==> src/rtl/move_controller.sv <==
`timescale 1ns/1ps
// Chess move controller: owns the 8x8 board and turn, sequences select/validate/commit.
// Optional feature macro: AUTO_PROMOTION_EN (pawn reaching the last rank becomes a queen).
module move_controller #(
    parameter int MASK_LATENCY = 1
) (
    input  logic                    clk,
    input  logic                    rst_n,
    input  logic                    new_game,
    input  logic                    click_valid,
    input  logic [5:0]              click_pos,
    input  logic [63:0]             possible_moves,
    output logic [3:0]              sel_figure,
    output logic [5:0]              sel_position,
    output logic [0:7][0:7][3:0]    board,
    output logic [63:0]             highlight,
    output logic                    turn,
    output logic                    move_done,
    output logic                    illegal,
    output logic [3:0]              captured,
    output logic                    game_over
);

    typedef enum logic [2:0] {
        S_IDLE      = 3'd0,
        S_MASK_WAIT = 3'd1,
        S_SELECTED  = 3'd2,
        S_COMMIT    = 3'd3,
        S_CASTLE    = 3'd4,
        S_DONE      = 3'd5
    } state_t;

    localparam logic [2:0] LAT_LOAD = 3'(MASK_LATENCY);

    function automatic logic [0:7][0:7][3:0] init_board();
        logic [0:7][0:7][3:0] b;
        b    = '0;
        b[0] = {4'hA, 4'h9, 4'h8, 4'hB, 4'hC, 4'h8, 4'h9, 4'hA};
        b[1] = {8{4'h7}};
        b[6] = {8{4'h1}};
        b[7] = {4'h4, 4'h3, 4'h2, 4'h5, 4'h6, 4'h2, 4'h3, 4'h4};
        return b;
    endfunction

    function automatic logic is_own(input logic [3:0] code, input logic side);
        if (side) begin
            return (code >= 4'd7) && (code <= 4'd12);
        end else begin
            return (code >= 4'd1) && (code <= 4'd6);
        end
    endfunction

    function automatic logic is_king(input logic [3:0] code);
        return (code == 4'd6) || (code == 4'd12);
    endfunction

    state_t               r_state, w_state_nxt;
    logic [2:0]           r_cnt, w_cnt_nxt;
    logic [5:0]           r_src_pos, w_src_pos_nxt;
    logic [5:0]           r_dst_pos, w_dst_pos_nxt;
    logic [3:0]           r_sel_figure, w_sel_figure_nxt;
    logic [0:7][0:7][3:0] r_board, w_board_nxt;
    logic [63:0]          r_highlight, w_highlight_nxt;
    logic                 r_turn, w_turn_nxt;
    logic                 r_move_done, w_move_done_nxt;
    logic                 r_illegal, w_illegal_nxt;
    logic [3:0]           r_captured, w_captured_nxt;
    logic                 r_game_over, w_game_over_nxt;

    logic [3:0]           w_click_fig;
    logic                 w_click_own;
    logic [3:0]           w_placed_fig;
    logic                 w_castle;

    assign w_click_fig = r_board[click_pos[5:3]][click_pos[2:0]];
    assign w_click_own = is_own(w_click_fig, r_turn);
    assign w_castle    = is_king(r_sel_figure) &&
                         (((r_src_pos == 6'd60) && ((r_dst_pos == 6'd62) || (r_dst_pos == 6'd58))) ||
                          ((r_src_pos == 6'd4)  && ((r_dst_pos == 6'd6)  || (r_dst_pos == 6'd2))));

`ifdef AUTO_PROMOTION_EN
    // Piece code actually placed on the destination square, with pawn promotion.
    always_comb begin
        w_placed_fig = r_sel_figure;
        if ((r_sel_figure == 4'd1) && (r_dst_pos[5:3] == 3'd0)) begin
            w_placed_fig = 4'd5;
        end else if ((r_sel_figure == 4'd7) && (r_dst_pos[5:3] == 3'd7)) begin
            w_placed_fig = 4'd11;
        end else begin
            w_placed_fig = r_sel_figure;
        end
    end
`else
    assign w_placed_fig = r_sel_figure;
`endif

    // Next-state and next-value logic for the whole controller.
    always_comb begin
        w_state_nxt      = r_state;
        w_cnt_nxt        = r_cnt;
        w_src_pos_nxt    = r_src_pos;
        w_dst_pos_nxt    = r_dst_pos;
        w_sel_figure_nxt = r_sel_figure;
        w_board_nxt      = r_board;
        w_highlight_nxt  = r_highlight;
        w_turn_nxt       = r_turn;
        w_move_done_nxt  = 1'b0;
        w_illegal_nxt    = 1'b0;
        w_captured_nxt   = r_captured;
        w_game_over_nxt  = r_game_over;
        case (r_state)
            S_IDLE: begin
                if (click_valid && !r_game_over && w_click_own) begin
                    w_src_pos_nxt    = click_pos;
                    w_sel_figure_nxt = w_click_fig;
                    w_cnt_nxt        = LAT_LOAD;
                    w_state_nxt      = S_MASK_WAIT;
                end else begin
                    w_state_nxt = S_IDLE;
                end
            end
            S_MASK_WAIT: begin
                if (r_cnt == 3'd0) begin
                    w_highlight_nxt = possible_moves;
                    w_state_nxt     = S_SELECTED;
                end else begin
                    w_cnt_nxt = r_cnt - 3'd1;
                end
            end
            S_SELECTED: begin
                if (!click_valid) begin
                    w_state_nxt = S_SELECTED;
                end else if (click_pos == r_src_pos) begin
                    w_highlight_nxt  = 64'd0;
                    w_sel_figure_nxt = 4'd0;
                    w_state_nxt      = S_IDLE;
                end else if (w_click_own) begin
                    w_src_pos_nxt    = click_pos;
                    w_sel_figure_nxt = w_click_fig;
                    w_cnt_nxt        = LAT_LOAD;
                    w_state_nxt      = S_MASK_WAIT;
                end else if (r_highlight[click_pos]) begin
                    w_dst_pos_nxt = click_pos;
                    w_state_nxt   = S_COMMIT;
                end else begin
                    w_illegal_nxt = 1'b1;
                end
            end
            S_COMMIT: begin
                w_captured_nxt = r_board[r_dst_pos[5:3]][r_dst_pos[2:0]];
                w_board_nxt[r_dst_pos[5:3]][r_dst_pos[2:0]] = w_placed_fig;
                w_board_nxt[r_src_pos[5:3]][r_src_pos[2:0]] = 4'd0;
                if (w_castle) begin
                    w_state_nxt = S_CASTLE;
                end else begin
                    w_state_nxt = S_DONE;
                end
            end
            S_CASTLE: begin
                // The king already sits on its destination; bring the matching rook across.
                case (r_dst_pos)
                    6'd62: begin
                        w_board_nxt[7][5] = r_board[7][7];
                        w_board_nxt[7][7] = 4'd0;
                    end
                    6'd58: begin
                        w_board_nxt[7][3] = r_board[7][0];
                        w_board_nxt[7][0] = 4'd0;
                    end
                    6'd6: begin
                        w_board_nxt[0][5] = r_board[0][7];
                        w_board_nxt[0][7] = 4'd0;
                    end
                    6'd2: begin
                        w_board_nxt[0][3] = r_board[0][0];
                        w_board_nxt[0][0] = 4'd0;
                    end
                    default: begin
                        w_board_nxt = r_board;
                    end
                endcase
                w_state_nxt = S_DONE;
            end
            S_DONE: begin
                w_move_done_nxt  = 1'b1;
                w_highlight_nxt  = 64'd0;
                w_sel_figure_nxt = 4'd0;
                if (is_king(r_captured)) begin
                    w_game_over_nxt = 1'b1;
                end else begin
                    w_turn_nxt = ~r_turn;
                end
                w_state_nxt = S_IDLE;
            end
            default: begin
                w_state_nxt = S_IDLE;
            end
        endcase
    end

    // FSM state register; new_game returns to IDLE.
    always_ff @(posedge clk or negedge rst_n) begin
        if (!rst_n) begin
            r_state <= S_IDLE;
        end else if (new_game) begin
            r_state <= S_IDLE;
        end else begin
            r_state <= w_state_nxt;
        end
    end

    // Datapath registers: board, selection, turn and status outputs.
    always_ff @(posedge clk or negedge rst_n) begin
        if (!rst_n) begin
            r_cnt        <= 3'd0;
            r_src_pos    <= 6'd0;
            r_dst_pos    <= 6'd0;
            r_sel_figure <= 4'd0;
            r_board      <= init_board();
            r_highlight  <= 64'd0;
            r_turn       <= 1'b0;
            r_move_done  <= 1'b0;
            r_illegal    <= 1'b0;
            r_captured   <= 4'd0;
            r_game_over  <= 1'b0;
        end else if (new_game) begin
            r_cnt        <= 3'd0;
            r_src_pos    <= 6'd0;
            r_dst_pos    <= 6'd0;
            r_sel_figure <= 4'd0;
            r_board      <= init_board();
            r_highlight  <= 64'd0;
            r_turn       <= 1'b0;
            r_move_done  <= 1'b0;
            r_illegal    <= 1'b0;
            r_captured   <= 4'd0;
            r_game_over  <= 1'b0;
        end else begin
            r_cnt        <= w_cnt_nxt;
            r_src_pos    <= w_src_pos_nxt;
            r_dst_pos    <= w_dst_pos_nxt;
            r_sel_figure <= w_sel_figure_nxt;
            r_board      <= w_board_nxt;
            r_highlight  <= w_highlight_nxt;
            r_turn       <= w_turn_nxt;
            r_move_done  <= w_move_done_nxt;
            r_illegal    <= w_illegal_nxt;
            r_captured   <= w_captured_nxt;
            r_game_over  <= w_game_over_nxt;
        end
    end

    assign sel_figure   = r_sel_figure;
    assign sel_position = r_src_pos;
    assign board        = r_board;
    assign highlight    = r_highlight;
    assign turn         = r_turn;
    assign move_done    = r_move_done;
    assign illegal      = r_illegal;
    assign captured     = r_captured;
    assign game_over    = r_game_over;

endmodule

==> config.mk <==
export PLATFORM = sky130hd
export DESIGN_NAME = move_controller
export DESIGN_NICKNAME = d
export VERILOG_FILES = /design/src/rtl/move_controller.sv
export SDC_FILE = /design/constraint.sdc
export NUM_CORES = 1
export LEC_CHECK = 0
export CAP_MARGIN = 30
export CELL_PAD_IN_SITES_DETAIL_PLACEMENT = 2
export CELL_PAD_IN_SITES_GLOBAL_PLACEMENT = 2
export CORE_ASPECT_RATIO = 1.75
export CORE_MARGIN = 2
export CORE_UTILIZATION = 30
export DETAILED_ROUTE_END_ITERATION = 12
export MAX_ROUTING_LAYER = met4
export PLACE_DENSITY_LB_ADDON = 0.08
export SETUP_SLACK_MARGIN = 0.15
export SYNTH_ARGS = -nofsm -noshare
export SYNTH_HDL_FRONTEND = slang
export SYNTH_SLANG_ARGS = --single-unit
==> constraint.sdc <==
create_clock -name clk -period 3.95 [get_ports clk]
set_input_delay 0.79 -clock clk [delete_from_list [all_inputs] [get_ports clk]]
set_output_delay 0.79 -clock clk [all_outputs]
set_load 0.005 [all_outputs]
==> results of run 1 <==
==> kinds of logic (layout without fill, tap and decap cells) <==
| logic type | after synthesis | in the layout |
|---|---|---|
| xor+xnor | 8 | 8 |
| simple gates | 890 | 890 |
| fa+ha+maj | 2 | 2 |
| compound gates | 669 | 669 |
| buf+inv | 226 | 679 |
| mux | 130 | 130 |
| other cells | 0 | 11 |
| flops | 350 | 350 |
==> flip-flops by register name (all words and copies together), names as in the netlist, 3 cells and up <==
signal,flops
r_dst_pos,6
sel_figure,4
board,256
r_state,3
captured,4
r_cnt,3
sel_position,6
highlight,64
==> final cells by class <==
cell class / count / area share (%)
clock inverters: 11 / 0.5177
well taps: 903 / 4.030
clock buffers: 62 / 4.262
inverters: 9 / 0.1205
multi-input cells: 1699 / 39.04
diodes: 11 / 0.09819
flip-flops and latches: 350 / 31.52
repair buffers: 597 / 20.41
==> cell usage after synthesis (all sizes together) (8+ instances only) <==
cell	instances	area share, %
a211o	8	0.34
a211oi	9	0.33
a21oi	237	5.8
a221o	43	2.1
a221oi	22	0.93
a22o	28	1.2
a22oi	116	4.2
a31oi	9	0.27
a32o	8	0.39
and2	15	0.45
and3b	8	0.34
and4	8	0.34
buf	44	1.2
clkbuf	173	3.1
dfrtp	291	35
dfstp	59	7.5
mux2	9	0.55
mux2i	38	1.8
mux4	83	9.1
nand2	464	8.4
nand2b	19	0.58
nand3	163	4.0
nand4	31	0.94
nor2	101	1.8
nor2b	18	0.55
nor3	15	0.44
nor3b	11	0.40
o211ai	14	0.51
o21ai	138	3.3
or3	9	0.27
==> through the flow <==
stage / total power, mW / utilization, %
CTS: 10.25 / 40.99
global placement: 6.207 / 38.95
global route: 10.49 / 41.02
finish: 10.19 / 41.03
floorplan: 4.930 / -
detailed placement: 6.267 / 39.03
==> power by group <==
group	internal [mW]	total [mW]	switching (mW)
Sequential	3.75	4.14	0.394
Combinational	0.831	2.08	1.25
Clock	2.28	3.97	1.68
==> metal layers <==
| metal | routed length (um) | up-vias |
|---|---|---|
| met5 | 0 | - |
| met4 | 9469 | 0 |
| met3 | 9293 | 391 |
| met2 | 66210 | 1256 |
| met1 | 49390 | 12050 |
| li1 | - | 9237 |
==> cell usage in the layout, fill, tap and decap left out, types with 10 or more instances in the layout <==
master and instances:
sky130_fd_sc_hd__nor3_1 10, sky130_fd_sc_hd__clkdlybuf4s50_1 404, sky130_fd_sc_hd__mux2i_1 38, sky130_fd_sc_hd__nand2b_1 19, sky130_fd_sc_hd__o211ai_1 14, sky130_fd_sc_hd__clkbuf_1 12, sky130_fd_sc_hd__a21oi_1 235, sky130_fd_sc_hd__nor2b_1 18
sky130_fd_sc_hd__a221oi_1 22, sky130_fd_sc_hd__a22oi_1 115, sky130_fd_sc_hd__and2_1 14, sky130_fd_sc_hd__mux4_2 81, sky130_fd_sc_hd__dfrtp_1 287, sky130_fd_sc_hd__nand2_1 464, sky130_fd_sc_hd__nand3_1 163, sky130_fd_sc_hd__dfstp_2 59
sky130_fd_sc_hd__clkbuf_16 41, sky130_fd_sc_hd__a22o_1 28, sky130_fd_sc_hd__buf_12 15, sky130_fd_sc_hd__buf_4 172, sky130_fd_sc_hd__a221o_1 43, sky130_fd_sc_hd__diode_2 11, sky130_fd_sc_hd__o21ai_0 133, sky130_fd_sc_hd__nor2_1 97
sky130_fd_sc_hd__nand4_1 31
==> final timing paths <==
check,startpoint,endpoint,slack (ns),depth (start not counted)
min in group clk,highlight[28],highlight[28],0.52,2
worst min register to register,highlight[28],highlight[28],0.52,2
max in group asynchronous,rst_n,highlight[28],2.74,2
worst max register to register,r_dst_pos[4],captured[3],0.25,10
worst min-delay path,rst_n,board[242],0.24,1
worst max-delay path,r_dst_pos[4],captured[3],0.25,10
==> out/results.txt, run 1 <==
The measured slew at the worst slew-check pin was 0.9769 ns; the data required time of the worst path was 4.38 ns. The logs give 7434 for the number of fillers in the final layout and 68330 um2 for the floorplan core area. The global-route wire length before repair is 188800 um, and the synthesized flop and latch total is 350. The slowest cell on the critical path was sky130_fd_sc_hd__a221oi_1. After Yosys synthesis, XOR and XNOR cells account for 0.3397% of the synthesized area. The number of synthesized flops with an enable pin is 0, and the number of warnings reported in the yosys synthesis log is 0. The total power density per cell area is 363.5 nW/um2, and the leakage power figure is 10.83 nW.

After global routing, the most crowded layer is met2. The tools report the via count of the first global-routing pass as 24350. The count of nets left with antenna violations once routing finished came out at 0.

At the later pin of the worst-skew pair, clock insertion delay measures 0.59 ns. The logs give 0 for the cts-stage hold buffer count and 42.96% for the met1 track demand over resource. The final wirelength is 134400 um, and the netlist area before placement is 20630 um2. The relative area change from synthesis to final layout is 35.90%.

The headroom to the max-slew limit is 34.88%. The type of the worst min-delay path was in -> async. Synthesis handed over a netlist of 2275 instances. Measured against the total synthesized area, the mux share comes to 11.49%. Buffers placed on the I/O ports in this run total 411. Grouping stages by cell kind, the critical path spends the most delay in compound AO/OA/AOI/OAI gates. The clock-pin slew reported for the worst setup and hold paths after clock tree synthesis is 0.06 ns, and the final critical-path setup slack is 0.2542 ns. In this run the number of H-tree levels came out at 2.

For the final routed database, the setup TNS stands at 0 ns. The area taken by multi-input logic gates came out at 10940 um2. The number of clock buffers added by TritonCTS is 40.

Setup repair after global routing left no endpoint under its margin. The tools report the pin count of the biggest net entering global routing as 96. At the end of routability-driven placement, the weighted congestion stood at 1.039. The tools report the total number of nets in the final design as 2773. A synthesized cell averages 9.067 um2. 412 I/O pins were placed. The fraction of the yosys area taken by sequential cells was 42.82%. The detailed-placement wirelength estimate came out at 103900 um. Post-CTS setup-driven buffer insertion count: 0. Dominant combinational cell family by area after synthesis: compound AO/OA/AOI/OAI gates. The run gives 350 as the TritonCTS sink count.

The worst setup path is captured at a register. The count of buffer and inverter cells on the critical path works out to 2. The critical path class is reg -> reg. The number of placed instances, taps included, is 3558.

The die width was 202.2 um. Summing the areas of all fa, ha and maj instances in the mapped netlist gives 0.1213% of the synthesized area. Data on the critical path arrives at its endpoint at 4.13 ns. The number of DRC markers in iteration 0 is 2134, and the first-pass iteration count of the detailed router is 5. The tightest hold path in the finished design has a slack of 0.2391 ns.

Clock skew: 0.01697 ns. In the synthesized netlist the async set-or-reset flop fraction comes to 100.0%. The routing usage on met3 is 6.893%, and the largest driver fanout on the critical path is 13.

The simple-gate share of the synthesized area is 19.67%, and the compound-cell area share of the yosys netlist is 21.05%. The tool flagged a number of max-cap violations equal to 0. The floorplan step defined a die boundary enclosing 70950 um2. Met2 layer usage reported by global route: 64.59%.

Cells with a size suffix above 1 make up 16.06% of the layout. The run gives 9 as the number of antenna violations at the first check in global routing. The overflow left after global routing is 0. The worst path in the final design needs a cycle of 3.696 ns, including I/O delays and setup. Measured along the y axis, the die boundary spans 350.9 um. The final instance area came out at 28030 um2.

The tree is rooted in a sky130_fd_sc_hd__clkbuf_16. The overall track demand over capacity in global routing is 38.48%. Most instantiated flip-flop cell in the synthesis netlist: sky130_fd_sc_hd__dfrtp_1.

For the count of final hold-check violations, the log shows 0. The netlist uses 78 different library cells. The run gives 0 as the post-cts sizing count. Cell seen most often among critical-path stages: sky130_fd_sc_hd__buf_4.

For this configuration, the core starts out at a cell density of 30.19%. The via-per-instance ratio works out to 6.297. The flow ran to the end, and the final reports show no timing, DRC or antenna violations.

The tools report the area occupied by registers as 8837 um2. The fraction of the cycle the final worst path needs was 93.56%; the critical path's largest stage delay was 0.62 ns. The tools report the post-place instance area as 26670 um2. STA classifies the critical path startpoint as a register. Based on the critical path, the design can be clocked at up to 0.2706 GHz.

Counting every net in the synthesized netlist gives 2351. In the routed design, unresolved DRC markers number 0. After detailed routing, the average wire length per cell comes to 36.89 um.

For the worst-case setup slack after placement, the log shows -0.1174 ns. For the number of slew-limit violations in the final report, the log shows 0. After the flow finishes, the layout carries non-filler instances totaling 3642. Row generation in the floorplan step produced 127 rows. Counting along the longest clock path gives a buffer depth of 3. Across the VDD grid, the largest voltage drop is 262.3 uV. Traced cell by cell, the critical path runs through and3b_1 -> buf_4 -> a22o_1 -> a221oi_1 -> a311oi_1 -> a31oi_1 -> nor2_1 -> a2111oi_0 -> buf_4 -> nor3_1. Detailed routing inserted a total of 22930 vias. TritonCTS built the clock tree. The tools report the final setup violation count as 0.
Power figures use the tool's default switching activity.
==> inputs of run 2 (changes only) <==
- PLACE_DENSITY: not set -> 0.78
- PLACE_DENSITY_LB_ADDON: 0.08 -> not set
==> run 2 against run 1 <==
Routed wire length down 3.6%; clock skew increased by 0.012 ns; cell count is 1.1% lower; sequential share of layout area up 0.39 points; fmax is 2.4% higher; critical path type unchanged; critical endpoint is now captured[2].
==> out/results.txt, run 2 (same netlist as run 1, synthesis figures left out) <==
The count of final hold-check violations was 0 (unchanged); the critical path's largest stage delay was 0.62 ns (about the same). The die width was 202.2 um (unchanged); the peak supply drop was 273.6 uV (was 262.3 uV). Worst-case setup slack after placement: -0.2191 ns (was -0.1174 ns). The number of design rule violations left after detail routing came out at 0 (unchanged). Setup repair after global routing left no endpoint under its margin.

The total routed wire length on the met1 layer was 45050 um (was 49390 um). The slowest cell on the critical path was sky130_fd_sc_hd__dfrtp_1 (was sky130_fd_sc_hd__a221oi_1). The number of port buffers was 411 (unchanged); the total power density per cell area was 365.4 nW/um2 (was 363.5 nW/um2).

The via count of the first global-routing pass was 24650 (was 24350); the number of antenna violations at the first check in global routing was 6 (was 9). The tools report the kind of capture point of the worst setup path as a register (unchanged). For the leakage power figure, the log shows 10.64 nW (was 10.83 nW). The logs give 127 (unchanged) for the floorplan row count and 412 (unchanged) for the number of ports placed on the die boundary. The run gives 129600 um (was 134400 um) as the final wirelength. The count of maximum capacitance violations was 0 (unchanged); the initial standard-cell utilization of the core was 30.19% (unchanged). Overflow left after global routing: 0 (unchanged).

The via-per-instance ratio is 6.330 (was 6.297). The type of the worst min-delay path was in -> async (unchanged). TritonCTS built the clock tree. The tools report the number of slew-limit violations in the final report as 0 (unchanged). The critical path class was reg -> reg (unchanged). Cell-by-cell trace of the critical path: and3b_1 -> buf_12 -> a22o_1 -> a221oi_2 -> a311oi_1 -> a21oi_1 -> nor2_1 -> a221oi_1 -> a211oi_1 (was and3b_1 -> buf_4 -> a22o_1 -> a221oi_1 -> a311oi_1 -> a31oi_1 -> nor2_1 -> a2111oi_0 -> buf_4 -> nor3_1). The clock-pin slew reported for the worst setup and hold paths after clock tree synthesis works out to 0.06 ns (about the same).

Detailed-route wire length per cell: 35.98 um (was 36.89 um). The routability congestion estimate from global placement came out at 1.052 (was 1.039). The height of the chip is 350.9 um (unchanged). The highest clock frequency the design can meet was 0.2770 GHz (was 0.2706 GHz); the later-pin clock latency in the skew report was 0.59 ns (about the same).

The run gives 3522 (was 3558) as the number of cells after detailed placement. The post-CTS setup-driven buffer insertion count was 0 (unchanged); the first-pass iteration count of the detailed router was 6 (was 5). Depth of the most critical reg-to-reg path: 9 (was 10).

The uppermost signal routing layer after detailed routing was met4 (unchanged). The tools report the filler-free cell count of the finished design as 3602 (was 3642). The cts-stage hold buffer count was 0 (unchanged); the post-cts sizing count was 0 (unchanged). The measured slew at the worst slew-check pin works out to 1.201 ns (was 0.9769 ns). The logs give 4.02 ns (was 4.13 ns) for the worst path arrival time and 10630 um (was 9293 um) for the met3 wire length. The nature of the critical path startpoint was a register (unchanged). The residual antenna-violating net count after detailed routing is 0 (unchanged). The run gives 183400 um (was 188800 um) as the global-route wire length before repair.

The relative area change from synthesis to final layout is 34.25% (was 35.90%), and the largest driver fanout on the critical path is 35 (was 13). The floorplan core area is 68330 um2 (unchanged). The overall die area was 70950 um2 (unchanged).

The proportion of layout cells with a drive suffix above 1 is 15.05% (was 16.06%). The final setup violation count was 0 (unchanged); the via count was 22800 (was 22930). The total number of nets in the final design is 2736 (was 2773), and the CTS buffer count is 39 (was 40).

The number of H-tree levels was 2 (unchanged); the fraction of the cycle the final worst path needs was 91.38% (was 93.56%). Commonest non-fill, non-tap cells in the layout: sky130_fd_sc_hd__nand2_1, sky130_fd_sc_hd__clkdlybuf4s50_1, sky130_fd_sc_hd__dfrtp_1, sky130_fd_sc_hd__a21oi_1, sky130_fd_sc_hd__nand3_1 (was sky130_fd_sc_hd__nand2_1, sky130_fd_sc_hd__clkdlybuf4s50_1, sky130_fd_sc_hd__dfrtp_1, sky130_fd_sc_hd__a21oi_1, sky130_fd_sc_hd__buf_4). The clock skew is 0.02928 ns (was 0.01697 ns), and the detailed-placement wirelength estimate is 97700 um (was 103900 um). The worst slack on hold paths was 0.2241 ns (was 0.2391 ns).

The run finished with clean final reports. The maximum root-to-sink buffer count was 3 (unchanged). For the total length of routed met2 wires, the log shows 61540 um (was 66210 um). The most common library cell in the layout ignoring fill and taps is sky130_fd_sc_hd__nand2_1 (unchanged).

The number of flip-flops under the largest register name was 256 (unchanged). The logs give 128 (was 96) for the pin count of the biggest net entering global routing and 4.36 ns (was 4.38 ns) for the data required time of the worst path. The clock tree root buffer cell was sky130_fd_sc_hd__clkbuf_16 (unchanged). For the TritonCTS sink count, the log shows 350 (unchanged).

The overall track demand over capacity in global routing is 37.02% (was 38.48%), and the utilization of the core after routing is 40.53% (was 41.03%). The final period demand of the worst path was 3.609 ns (was 3.696 ns). The headroom to the max-slew limit was 19.91% (was 34.88%). The number of DRC markers in iteration 0 was 1977 (was 2134).

For the final critical-path setup slack, the log shows 0.3405 ns (was 0.2542 ns).
==> run 2: cell types whose count changed in the layout (fill, tap and decap cells not counted), moves of 3 or more <==
cell                         change
sky130_fd_sc_hd__clkinvlp_4      -3
sky130_fd_sc_hd__buf_12          -3
sky130_fd_sc_hd__diode_2         -3
sky130_fd_sc_hd__buf_4          -31
==> run 2: layout make-up <==
class                      instances  area, um2
antenna                            8      20.02
inverter                           9      33.78
clock buffer                      59       1142
clock inverter                    13      190.2
sequential                       350       8837
fill                            7478      40640
multi-input combinational       1699      10970
timing repair buffer             561       5373
tap                              903       1130
==> run 2: path summary, 6_finish.rpt <==
check | end | startpoint | slack [ns]
setup / recovery | captured[2] | r_dst_pos[3] | 0.34
setup reg to reg | captured[2] | r_dst_pos[3] | 0.34
hold / removal | board[107] | rst_n | 0.22
max in group asynchronous | board[231] | rst_n | 2.74
min in group clk | highlight[36] | highlight[36] | 0.52
hold reg to reg | highlight[36] | highlight[36] | 0.52
==> run 2: critical path, delay by kind of cell (launching register included) <==
family,cells,cell delay (ns)
AOI/OAI and AO/OA,6,2.26
and+or+nand+nor,2,0.35
buffers and inverters,1,0.20
DFF,1,0.62
==> run 2: routing by layer <==
metal  GRT usage [%]  up-vias
met1           39.17    11780
met5               -        -
met4           28.81        0
met2           60.35     1359
met3           7.903      504
li1                -     9160
==> run 2: power by group <==
group	total (mW)	switching (mW)	internal, mW
registers	4.12	0.367	3.75
clock network	3.95	1.68	2.28
logic	2.05	1.24	0.807
==> run 2: metrics by stage <==
stage / cell area, um2 / power (mW) / setup TNS, ns
6_report: 27690 / 10.12 / 0
5_1_grt: 27690 / 10.40 / 0
4_1_cts: 27660 / 10.12 / 0
3_5_place_dp: 26330 / 6.183 / -3.323
3_3_place_gp: 26330 / 6.125 / -0.09859
2_1_floorplan: 20630 / 4.930 / 0
